## config.mk

```make
export PLATFORM = sky130hd
export DESIGN_NAME = io_input_conditioner
export DESIGN_NICKNAME = d
export VERILOG_FILES = /design/src/rtl/io_input_conditioner.sv
export SDC_FILE = /design/constraint.sdc
export NUM_CORES = 1
export LEC_CHECK = 0
export ABC_AREA = 1
export BUFFER_PORTS_ARGS = -buffer_cell sky130_fd_sc_hd__buf_2
export CAP_MARGIN = 10
export CORE_ASPECT_RATIO = 0.75
export CORE_UTILIZATION = 62
export DETAILED_ROUTE_END_ITERATION = 10
export HOLD_SLACK_MARGIN = 0.03
export PLACE_DENSITY = 0.84
export SLEW_MARGIN = 20
export SYNTH_ARGS = -nofsm -noshare
export SYNTH_HDL_FRONTEND = slang
export SYNTH_SLANG_ARGS = --single-unit
export TNS_END_PERCENT = 10
```

## constraint.sdc

```tcl
create_clock -name clk -period 14.9 [get_ports clk]
set_clock_uncertainty 0.15 [all_clocks]
set_input_delay 3.725 -clock clk [delete_from_list [all_inputs] [get_ports clk]]
set_output_delay 3.725 -clock clk [all_outputs]
set_load 0.01 [all_outputs]
```

## src/rtl/io_input_conditioner.sv

```systemverilog
// Synchronizes and debounces four independent 8-bit external input ports for the CPU.
// Latency: an accepted byte appears on in_pN (with chg_pN) DEBOUNCE_CYCLES+3 edges after the raw change.
// No backpressure: free-running inputs in, registered outputs out, every cycle.

// One conditioning channel: 2-flop synchronizer followed by a byte-wise debounce filter.
module io_input_conditioner_chan #(
  parameter int WIDTH           = 8,
  parameter int DEBOUNCE_CYCLES = 16
) (
  input  logic             clk,
  input  logic             reset,
  input  logic [WIDTH-1:0] raw,
  output logic [WIDTH-1:0] stable,
  output logic             chg
);

  localparam int CNT_W = (DEBOUNCE_CYCLES > 2) ? $clog2(DEBOUNCE_CYCLES) : 1;
  localparam logic [CNT_W-1:0] CNT_MAX = CNT_W'(DEBOUNCE_CYCLES - 1);

  // Two-stage synchronizer; only sync2 is ever used by the filter.
  logic [WIDTH-1:0] sync1_q, sync1_d;
  logic [WIDTH-1:0] sync2_q, sync2_d;

  // Candidate byte under observation and how long it has held.
  logic [WIDTH-1:0] cand_q, cand_d;
  logic [CNT_W-1:0] cnt_q, cnt_d;

  // Accepted byte and its one-cycle change strobe.
  logic [WIDTH-1:0] stable_q, stable_d;
  logic             chg_q, chg_d;

  // Debounce next-state: any bit change restarts the whole byte's count;
  // the count saturates and acceptance fires once per differing candidate.
  always_comb begin
    sync1_d  = raw;
    sync2_d  = sync1_q;
    cand_d   = cand_q;
    cnt_d    = cnt_q;
    stable_d = stable_q;
    chg_d    = 1'b0;

    if (sync2_q != cand_q) begin
      cand_d = sync2_q;
      cnt_d  = '0;
    end else if (cnt_q != CNT_MAX) begin
      cnt_d = cnt_q + CNT_W'(1);
    end else if (stable_q != cand_q) begin
      stable_d = cand_q;
      chg_d    = 1'b1;
    end
  end

  // State registers; reset discards any pending candidate and leaves the count settled.
  always_ff @(posedge clk or posedge reset) begin
    if (reset) begin
      sync1_q  <= '0;
      sync2_q  <= '0;
      cand_q   <= '0;
      cnt_q    <= CNT_MAX;
      stable_q <= '0;
      chg_q    <= 1'b0;
    end else begin
      sync1_q  <= sync1_d;
      sync2_q  <= sync2_d;
      cand_q   <= cand_d;
      cnt_q    <= cnt_d;
      stable_q <= stable_d;
      chg_q    <= chg_d;
    end
  end

  assign stable = stable_q;
  assign chg    = chg_q;

endmodule

// Four identical, fully independent conditioning channels.
module io_input_conditioner #(
  parameter int WIDTH           = 8,
  parameter int DEBOUNCE_CYCLES = 16
) (
  input  logic             clk,
  input  logic             reset,
  input  logic [WIDTH-1:0] raw_p0,
  input  logic [WIDTH-1:0] raw_p1,
  input  logic [WIDTH-1:0] raw_p2,
  input  logic [WIDTH-1:0] raw_p3,
  output logic [WIDTH-1:0] in_p0,
  output logic [WIDTH-1:0] in_p1,
  output logic [WIDTH-1:0] in_p2,
  output logic [WIDTH-1:0] in_p3,
  output logic             chg_p0,
  output logic             chg_p1,
  output logic             chg_p2,
  output logic             chg_p3
);

  logic [3:0][WIDTH-1:0] raw_vec;
  logic [3:0][WIDTH-1:0] in_vec;
  logic [3:0]            chg_vec;

  assign raw_vec = {raw_p3, raw_p2, raw_p1, raw_p0};

  for (genvar i = 0; i < 4; i++) begin : g_chan
    io_input_conditioner_chan #(
      .WIDTH           (WIDTH),
      .DEBOUNCE_CYCLES (DEBOUNCE_CYCLES)
    ) u_chan (
      .clk    (clk),
      .reset  (reset),
      .raw    (raw_vec[i]),
      .stable (in_vec[i]),
      .chg    (chg_vec[i])
    );
  end

  assign in_p0  = in_vec[0];
  assign in_p1  = in_vec[1];
  assign in_p2  = in_vec[2];
  assign in_p3  = in_vec[3];
  assign chg_p0 = chg_vec[0];
  assign chg_p1 = chg_vec[1];
  assign chg_p2 = chg_vec[2];
  assign chg_p3 = chg_vec[3];

endmodule
```

==> results of run 1 <==
-- path summary, 6_finish.rpt --
check                                         endpoint  depth (start not counted)  slack (ns)
max                        g_chan[0].u_chan.sync1_q[1]                          3        9.99
min                        g_chan[1].u_chan.sync2_q[0]                          0        0.19
max reg2reg                 g_chan[3].u_chan.stable[5]                          6       12.59
min reg2reg                g_chan[1].u_chan.sync2_q[0]                          0        0.19
max in group clk                              in_p2[5]                          1       10.01
min in group asynchronous  g_chan[3].u_chan.sync2_q[1]                          2        3.25
-- kinds of logic after synthesis --
group	share of synthesized area
AND/OR/NAND/NOR	0.254
buffers and inverters	0.0796
flip-flops	0.605
adder cells (fa/ha/maj)	0.00813
XOR/XNOR	0.0398
AO/OA/AOI/OAI	0.0138
-- registers in the layout (all words and copies together), names as in the netlist --
signal	flops
g_chan.u_chan.cand_q	32
g_chan.u_chan.cnt_q	16
g_chan.u_chan.sync1_q	32
g_chan.u_chan.sync2_q	32
g_chan.u_chan.stable	32
g_chan.u_chan.chg	4
-- metal layers --
metal  global-route usage  share of wire
met1                0.293           0.42
met2                0.415           0.52
met3               0.0582          0.039
met4                0.133          0.023
met5                    0              0
-- metrics by stage --
stage | setup slack [ns] | total power [mW] | cell area, sq um | instances | hold WS (ns)
finish | 9.99 | 0.885 | 7130 | 875 | 0.194
global route | 9.69 | 0.917 | 7130 | 875 | 0.203
CTS | 9.90 | 0.893 | 7130 | 875 | 0.194
detailed placement | 9.46 | 0.470 | 6540 | 843 | 0.185
global placement | 9.50 | 0.467 | 6540 | 843 | 0.182
floorplan | 7.07 | 0.460 | 6160 | 678 | 0.181
-- worst reg2reg max path: stages, from the launching register on --
cell,delay [ns]
dfstp_2,0.55
ha_1,0.18
nand2_1,0.11
nor2_1,0.74
nand3_4,0.26
nand2_1,0.14
nand2_1,0.07
-- synthesized netlist by cell type --
master / instances
inv_2: 19
nor2_1: 49
nand2_2: 4
dfrtp_1: 132
nand3_1: 5
nor3_2: 3
dfstp_2: 16
nand2_1: 254
xor2_1: 13
a211oi_1: 1
buf_2: 5
ha_1: 4
nand3_4: 4
nor2_2: 4
clkbuf_1: 32
nand3_2: 1
clkinv_1: 4
o21bai_1: 1
xnor2_1: 15
nor2_4: 1
a21oi_1: 11
o21ai_0: 3
inv_1: 69
nor2_8: 4
nand4_1: 24
-- layout make-up --
| class | count | area (sq um) | share of cell area |
|---|---|---|---|
| well taps | 132 | 165 | 0.0232 |
| multi-input cells | 401 | 1940 | 0.273 |
| clock buffers | 18 | 439 | 0.0616 |
| inverters | 92 | 350 | 0.0491 |
| flip-flops and latches | 148 | 3720 | 0.522 |
| clock inverters | 14 | 153 | 0.0214 |
| repair buffers | 70 | 353 | 0.0495 |
-- where the power goes --
part           switching, mW  internal, mW  total, mW
Combinational         0.0235        0.0129     0.0364
Sequential            0.0106         0.416      0.426
Clock                  0.170         0.252      0.422
Total                  0.204         0.681      0.885
==> results.sh, run 1 <==
export IMPL_ys_ff_latch=148
export IMPL_area_growth_pct=15.7
export IMPL_row_count=31
export IMPL_cp_max_fo=75
export IMPL_final_common_cell="nand2_1"
export IMPL_die_y_um=88.3
export IMPL_status="finished clean"
export IMPL_hold_buffers=0
export IMPL_rsz0062_at_grt="no"
export IMPL_grt_pass1_wl_mm=18.9
export IMPL_worstSetupPathType="in -> async"
export IMPL_drc=0
export IMPL_drv_slew=0
export IMPL_dpl_hpwl_mm=7.50
export IMPL_fin_tns_setup_ns=0
export IMPL_cp_startpoint="reset"
export IMPL_yosysSeqAreaShare=0.605
export IMPL_cts_made_buffers=17
export IMPL_start_util=0.638
export IMPL_clock_latency_ns=0.42
export IMPL_critical_path_arrival_ns=5.19
export IMPL_timing_rr_start="g_chan[3].u_chan.cnt_q[0]"
export IMPL_hold_class="reg -> reg"
export IMPL_first_pass_iters=5
export IMPL_place_congestion=0.773
export IMPL_htreeDepth=4
export IMPL_postCtsSetupBuffers=0
export IMPL_routedWlPerCell_um=13.0
export IMPL_path_buf_inv=3
export IMPL_fillCellCount=682
export IMPL_drive_gt1_frac=0.214
export IMPL_yosys_warnings=0
export IMPL_grt_max_degree=76
export IMPL_slowest_stage="buf_4"
export IMPL_critPathLaunchType="input port"
export IMPL_synth_distinct_cells=25
export IMPL_cts_tree="yes"
export IMPL_num_nets_final=768
export IMPL_clock_sinks=148
export IMPL_power_density_mw_per_mm2=124
export IMPL_clockRootBuffer="clkbuf_16"
export IMPL_report_final_setup_viol=0
export IMPL_die_w_um=117
export IMPL_maxCapViolCount=0
export IMPL_ir_drop_mv=0.0995
export IMPL_syn_area_per_cell_sq_um=9.08
export IMPL_port_buffers=69
export IMPL_vias_per_cell=4.92
export IMPL_crit_chain="buf_2 -> inv_6 -> buf_4"
export IMPL_cpLargestDelayFamily="buffers and inverters"
export IMPL_tightest_slew_ns=0.955
export IMPL_leakagePower_nw=3.82
export IMPL_finalCritPeriodShare=0.330
export IMPL_drt_iter0_drc=329
export IMPL_final_cell_mix="nand2_1, dfrtp_1, buf_2"
export IMPL_grt_antenna_before_repair=0
export IMPL_ctsResizeCount=0
export IMPL_utilization=0.738
export IMPL_grt_usage=0.245
export IMPL_yosysTopAreaCell="dfrtp_1"
export IMPL_cts_buffer_depth=2
export IMPL_crit_required_ns=15.17
export IMPL_synth_cells=678
export IMPL_antennaDiodeCount=0
export IMPL_syn_cell_area_sq_mm=0.00616
export IMPL_critPathCaptureType="async pin"
export IMPL_overflow=0
export IMPL_synth_area_leaders="dfrtp_1, nand2_1, dfstp_2, inv_1, nor2_1"
export IMPL_ant_nets=0
export IMPL_clkTransAtPathRegs_ns=0.06
export IMPL_min_delay_start="g_chan[1].u_chan.sync1_q[0]"
export IMPL_period_needed_ns=4.91
export IMPL_grt_pass1_vias=4275
export IMPL_drt_total_wl_mm=11.4
export IMPL_vias=4302
export IMPL_synth_top_area_share=0.536
export IMPL_dieArea_sq_mm=0.0103
export IMPL_cp_slowest_stage_delay_ns=0.83
export IMPL_hold_viol_final=0
export IMPL_slew_headroom=0.361
export IMPL_top_level_ports=70
export IMPL_clock_fmax_mhz=204
export IMPL_core_area_sq_mm=0.00966
export IMPL_synth_fp_nets=716
Note: power is estimated with default switching activity, not from simulation.
==> inputs of run 2 (changes only) <==
- ABC_AREA: 1 -> 0
- CORE_UTILIZATION: 62 -> 51
- PLACE_DENSITY: 0.84 -> 0.75
- clock period: 14.9 -> 4.1 ns (I/O delays scaled with it)
==> run 2 against run 1 <==
  * Combinational power grew to 2.6 times the previous value
  * Utilization shrank 12 points
  * Global-route usage shrank 7.5 points
  * Clock-buffer cell count grew 2
  * Area after synthesis shrank 13%
  * Critical path depth grew 1
  * Sequential share of layout area grew 6.2 points
  * Sequential cell count is the same
  * Final cell count shrank 35%
  * Total power grew to 3.5 times the previous value
  * Die area grew 5.9%
  * Non-clock buffer count grew 1
  * Largest cell class unchanged
==> results.sh, run 2 <==
export IMPL_power_density_mw_per_mm2=492
export IMPL_yosys_warnings=0
export IMPL_ir_drop_mv=0.299
export IMPL_synth_enable_flop_cells=0
export IMPL_vias_per_cell=4.90
export IMPL_area_growth_pct=18.6
export IMPL_clock_latency_ns=0.41
export IMPL_ctsResizeCount=0
export IMPL_cts_made_buffers=17
export IMPL_synthArstFlopShare=1.00
export IMPL_met1_length_mm=3.87
export IMPL_grt_pass1_vias=2916
export IMPL_worstSetupPathType="reg -> reg"
export IMPL_row_count=32
export IMPL_grt_max_degree=75
export IMPL_drc=0
export IMPL_clock_sinks=148
export IMPL_ys_ff_latch=148
export IMPL_hold_buffers=0
export IMPL_synth_flop_cell="dfrtp_1"
export IMPL_crit_required_ns=4.24
export IMPL_yosysSeqAreaShare=0.694
export IMPL_cp_max_fo=8
export IMPL_routedWlPerCell_um=14.3
export IMPL_drt_iter0_drc=157
export IMPL_grt_usage=0.170
export IMPL_status="finished clean"
export IMPL_critPathCaptureType="flip-flop"
export IMPL_slew_headroom=0.402
export IMPL_critical_path_arrival_ns=2.53
export IMPL_drt_total_wl_mm=8.14
export IMPL_synth_top_area_share=0.615
export IMPL_rsz0062_at_grt="no"
export IMPL_num_nets_final=457
export IMPL_finalHoldWorstSlack_ns=0.196
export IMPL_leakagePower_nw=2.98
export IMPL_port_buffers=69
export IMPL_place_congestion=0.740
export IMPL_finalCritPeriodShare=0.583
export IMPL_fin_area_sq_mm=0.00637
export IMPL_syn_area_per_cell_sq_um=14.9
export IMPL_clkTransAtPathRegs_ns=0.06
export IMPL_die_y_um=90.9
export IMPL_critPathLaunchType="flip-flop"
export IMPL_core_area_sq_mm=0.0102
export IMPL_post_dp_cell_area_sq_mm=0.00578
export IMPL_yosysTopAreaCell="dfrtp_1"
export IMPL_hold_class="reg -> reg"
export IMPL_postCtsSetupBuffers=0
export IMPL_dieArea_sq_mm=0.0109
export IMPL_clock_fmax_mhz=419
export IMPL_die_w_um=120
export IMPL_fin_tns_setup_ns=0
export IMPL_r2r_slack_ns=1.71
export IMPL_met3_length_um=287
export IMPL_synth_cells=361
export IMPL_synth_area_leaders="dfrtp_1, dfstp_2, mux2_2, xnor2_1, xor2_1"
export IMPL_wl_met2_mm=3.89
export IMPL_cts_tree="yes"
export IMPL_fillCellCount=778
export IMPL_overflow=0
export IMPL_tightest_slew_ns=0.897
export IMPL_final_common_cell="dfrtp_1"
export IMPL_grt_pass1_wl_mm=14.1
export IMPL_dpl_hpwl_mm=5.51
export IMPL_top_layer="met4"
export IMPL_final_cell_mix="dfrtp_1, buf_2, xnor2_1"
export IMPL_cts_buffer_depth=2
export IMPL_first_pass_iters=4
export IMPL_vias=2786
export IMPL_maxCapViolCount=0
export IMPL_ant_nets=0
export IMPL_syn_cell_area_sq_mm=0.00537
export IMPL_report_final_setup_viol=0
export IMPL_drv_slew=0
export IMPL_yosysMostFrequentCell="dfrtp_1"
export IMPL_synth_distinct_cells=20
export IMPL_synth_fp_nets=399
export IMPL_htreeDepth=4
export IMPL_drive_gt1_frac=0.359
export IMPL_synthTopCellsByCount="dfrtp_1, xnor2_1, clkbuf_1, mux2_2, xor2_1"
export IMPL_top_level_ports=70
export IMPL_hold_viol_final=0
export IMPL_postLayoutSetupSlackWorst_ns=1.71
export IMPL_period_needed_ns=2.39
export IMPL_grt_antenna_before_repair=0
export IMPL_antennaDiodeCount=0
export IMPL_start_util=0.524
export IMPL_pre_cts_slack_ns=1.73
export IMPL_clockRootBuffer="clkbuf_16"
[run 2: cell types whose count changed after synthesis, moves of 5 or more]
cell and change:
inv_1 -68, xnor2_1 +21, nor4_1 +8, xor2_1 +19
nor2_1 -33, nand2_1 -250, inv_2 -19, nor3_1 +8
buf_2 -5, mux2_2 +32, nand4_1 -16, a21oi_1 -11
[run 2: routing by layer]
layer,GRT usage,vias up
li1,-,1323
met1,0.228,1401
met2,0.256,54
met3,0.0537,8
met4,0.0741,0
met5,0,-
[run 2: power breakdown]
group          switching, mW  leakage [nW]  internal, mW  total [mW]
Combinational         0.0528         0.904        0.0422      0.0949
Sequential            0.0338          1.79          1.51        1.54
Clock                  0.570         0.286         0.927        1.50
[run 2: final cells by class]
class | count | area, sq um | share of cell area
clock buffer | 20 | 457 | 0.0717
clock inverter | 12 | 130 | 0.0204
inverter | 1 | 7.51 | 0.00118
multi-input combinational | 180 | 1520 | 0.239
sequential | 148 | 3720 | 0.585
tap | 136 | 170 | 0.0267
timing repair buffer | 71 | 360 | 0.0566
[run 2: kinds of logic (layout without fill, tap and decap cells)]
family	after synthesis	in the layout	share of synthesized area
AND/OR/NAND/NOR	60	60	0.0578
flip-flops	148	148	0.694
XOR/XNOR	68	68	0.111
AO/OA/AOI/OAI	12	12	0.0308
buffers and inverters	33	104	0.0231
multiplexers	36	36	0.0746
adder cells (fa/ha/maj)	4	4	0.00932
[run 2: per-stage QoR]
stage                util  cells  power [mW]
floorplan               -    361        1.64
global placement    0.564    536        1.66
detailed placement  0.564    536        1.67
CTS                 0.621    568        3.18
global route        0.621    568        3.26
finish              0.621    568        3.14
[run 2: final timing paths]
check,start,to,cells past startpoint
min reg2reg,g_chan[3].u_chan.sync1_q[6],g_chan[3].u_chan.sync2_q[6],0
max reg2reg,g_chan[0].u_chan.cnt_q[0],g_chan[0].u_chan.stable[7],4
max,g_chan[0].u_chan.cnt_q[0],g_chan[0].u_chan.stable[7],4
min in group asynchronous,reset,g_chan[2].u_chan.sync1_q[1],3
min,g_chan[3].u_chan.sync1_q[6],g_chan[3].u_chan.sync2_q[6],0
max in group asynchronous,reset,g_chan[1].u_chan.sync2_q[1],3
[run 2: critical path, stage by stage, from the launching register on]
cell	delay, ns
dfstp_2	0.56
ha_1	0.23
nand3_1	0.24
a2111oi_4	0.69
mux2_2	0.41
==> inputs of run 3 (changes only) <==
- clock period: 4.1 -> 2.1 ns (I/O delays scaled with it)
==> run 3 against run 2 <==
  * Sequential power is 96% higher
  * Maximum frequency grew 19%
  * Critical path depth increased by 1
  * Worst hold slack worse by 0.12 ns
  * Utilization grew 1.7 points
  * Worst setup slack got worse by 1.6 ns
  * Sequential cell count unchanged
  * Largest cell class unchanged
  * Register-to-register slack lost 1.6 ns
==> results.sh, run 3 (same netlist as run 2, synthesis figures left out) <==
export IMPL_drt_iter0_drc=143
export IMPL_die_w_um=120
export IMPL_place_congestion=0.701
export IMPL_clock_sinks=148
export IMPL_drt_total_wl_mm=8.19
export IMPL_vias_per_cell=4.82
export IMPL_worstSetupPathType="reg -> reg"
export IMPL_row_count=32
export IMPL_dpl_hpwl_mm=5.49
export IMPL_clock_latency_ns=0.41
export IMPL_critical_path_arrival_ns=2.14
export IMPL_dieArea_sq_mm=0.0109
export IMPL_critPathLaunchType="flip-flop"
export IMPL_final_cell_mix="dfrtp_1, buf_2, xnor2_1"
export IMPL_top_level_ports=70
export IMPL_stdcell_count=588
export IMPL_tightest_slew_ns=0.391
export IMPL_clock_fmax_mhz=498
export IMPL_cp_max_fo=6
export IMPL_antennaDiodeCount=0
export IMPL_ant_nets=0
export IMPL_htreeDepth=4
export IMPL_pre_cts_slack_ns=0.0323
export IMPL_grt_pass1_wl_mm=14.1
export IMPL_cts_buffer_depth=2
export IMPL_drive_gt1_frac=0.378
export IMPL_grt_pass1_vias=2908
export IMPL_power_density_mw_per_mm2=928
export IMPL_vias=2834
export IMPL_status="finished clean"
export IMPL_die_y_um=90.9
export IMPL_overflow=0
export IMPL_crit_chain="xnor2_2 -> nand4_1 -> a2111oi_4 -> buf_4 -> mux2_2"
export IMPL_critPathCaptureType="flip-flop"
export IMPL_placed_cells=556
export IMPL_num_nets_final=477
export IMPL_postLayoutSetupSlackWorst_ns=0.0932
export IMPL_clockRootBuffer="clkbuf_16"
export IMPL_first_pass_iters=4
export IMPL_routedWlPerCell_um=13.9
export IMPL_finalCritPeriodShare=0.956
export IMPL_slew_headroom=0.739
export IMPL_core_area_sq_mm=0.0102
export IMPL_report_final_setup_viol=0
export IMPL_hold_class="in -> reg"
export IMPL_final_common_cell="dfrtp_1"
export IMPL_clkTransAtPathRegs_ns=0.06
export IMPL_utilization=0.638
export IMPL_crit_required_ns=2.23
export IMPL_maxCapViolCount=0
export IMPL_hold_buffers=0
export IMPL_ir_drop_mv=0.615
export IMPL_drc=0
export IMPL_cts_made_buffers=17
export IMPL_finalHoldWorstSlack_ns=0.0720
export IMPL_rsz0062_at_grt="yes"
export IMPL_area_growth_pct=21.8
export IMPL_grt_usage=0.172
export IMPL_grt_antenna_before_repair=0
export IMPL_drv_slew=0
export IMPL_port_buffers=69
export IMPL_leakagePower_nw=3.08
export IMPL_fillCellCount=769
export IMPL_grt_max_degree=77
export IMPL_period_needed_ns=2.01
export IMPL_cp_slowest_stage_delay_ns=0.43
export IMPL_hold_viol_final=0
export IMPL_total_power_mw=6.07
export IMPL_slowest_stage="dfrtp_1"
export IMPL_cts_tree="yes"
export IMPL_start_util=0.524
## run 3: metal layers
metal,vias up,part of all wire,global-route usage
met3,10,0.042,0.0631
met5,-,0,0
met1,1408,0.47,0.232
met4,0,0.013,0.0741
met2,60,0.47,0.251
li1,1356,-,-
## run 3: report_power, final
| group | total (mW) | switching (mW) | leakage, nW | internal (mW) |
|---|---|---|---|---|
| Combinational | 0.202 | 0.106 | 1.03 | 0.0951 |
| Clock | 2.85 | 1.04 | 0.270 | 1.81 |
| Sequential | 3.02 | 0.0684 | 1.79 | 2.95 |
## run 3: path summary, 6_finish.rpt
path,end,from,slack (ns),depth (start not counted)
hold / removal,g_chan[0].u_chan.sync1_q[1],raw_p0[1],0.07,1
setup / recovery,g_chan[0].u_chan.stable[3],g_chan[0].u_chan.cand_q[6],0.09,5
min in group asynchronous,g_chan[3].u_chan.sync1_q[7],reset,0.10,3
setup reg to reg,g_chan[0].u_chan.stable[3],g_chan[0].u_chan.cand_q[6],0.09,5
hold reg to reg,g_chan[3].u_chan.sync2_q[4],g_chan[3].u_chan.sync1_q[4],0.19,0
max in group asynchronous,g_chan[0].u_chan.cnt_q[2],reset,1.34,3
## run 3: worst max-delay path: cells and delay by family (launching register included)
| family | cells | cell delay, ns |
|---|---|---|
| buf+inv | 1 | 0.22 |
| xor+xnor | 1 | 0.19 |
| mux | 1 | 0.35 |
| flops | 1 | 0.43 |
| simple gates | 1 | 0.18 |
| compound gates | 1 | 0.37 |
## run 3: area by class of cell
class	count	area (sq um)	area share
clock inverter	5	77.6	0.0119
multi-input combinational	180	1540	0.235
timing repair buffer	91	539	0.0825
clock buffer	27	483	0.0738
inverter	1	7.51	0.00115
sequential	148	3720	0.569
tap	136	170	0.0260
## run 3: per-stage QoR
step           area [sq um]  setup TNS (ns)
4_1_cts                6520               0
2_1_floorplan          5370          -56.75
3_5_place_dp           5960               0
5_1_grt                6540        -0.00494
3_3_place_gp           5960               0
6_report               6540               0
## run 3: repair_timing
item,in CTS,in global routing
setup endpoints to repair,0,18
resized for setup,0,4
setup buffers,0,0
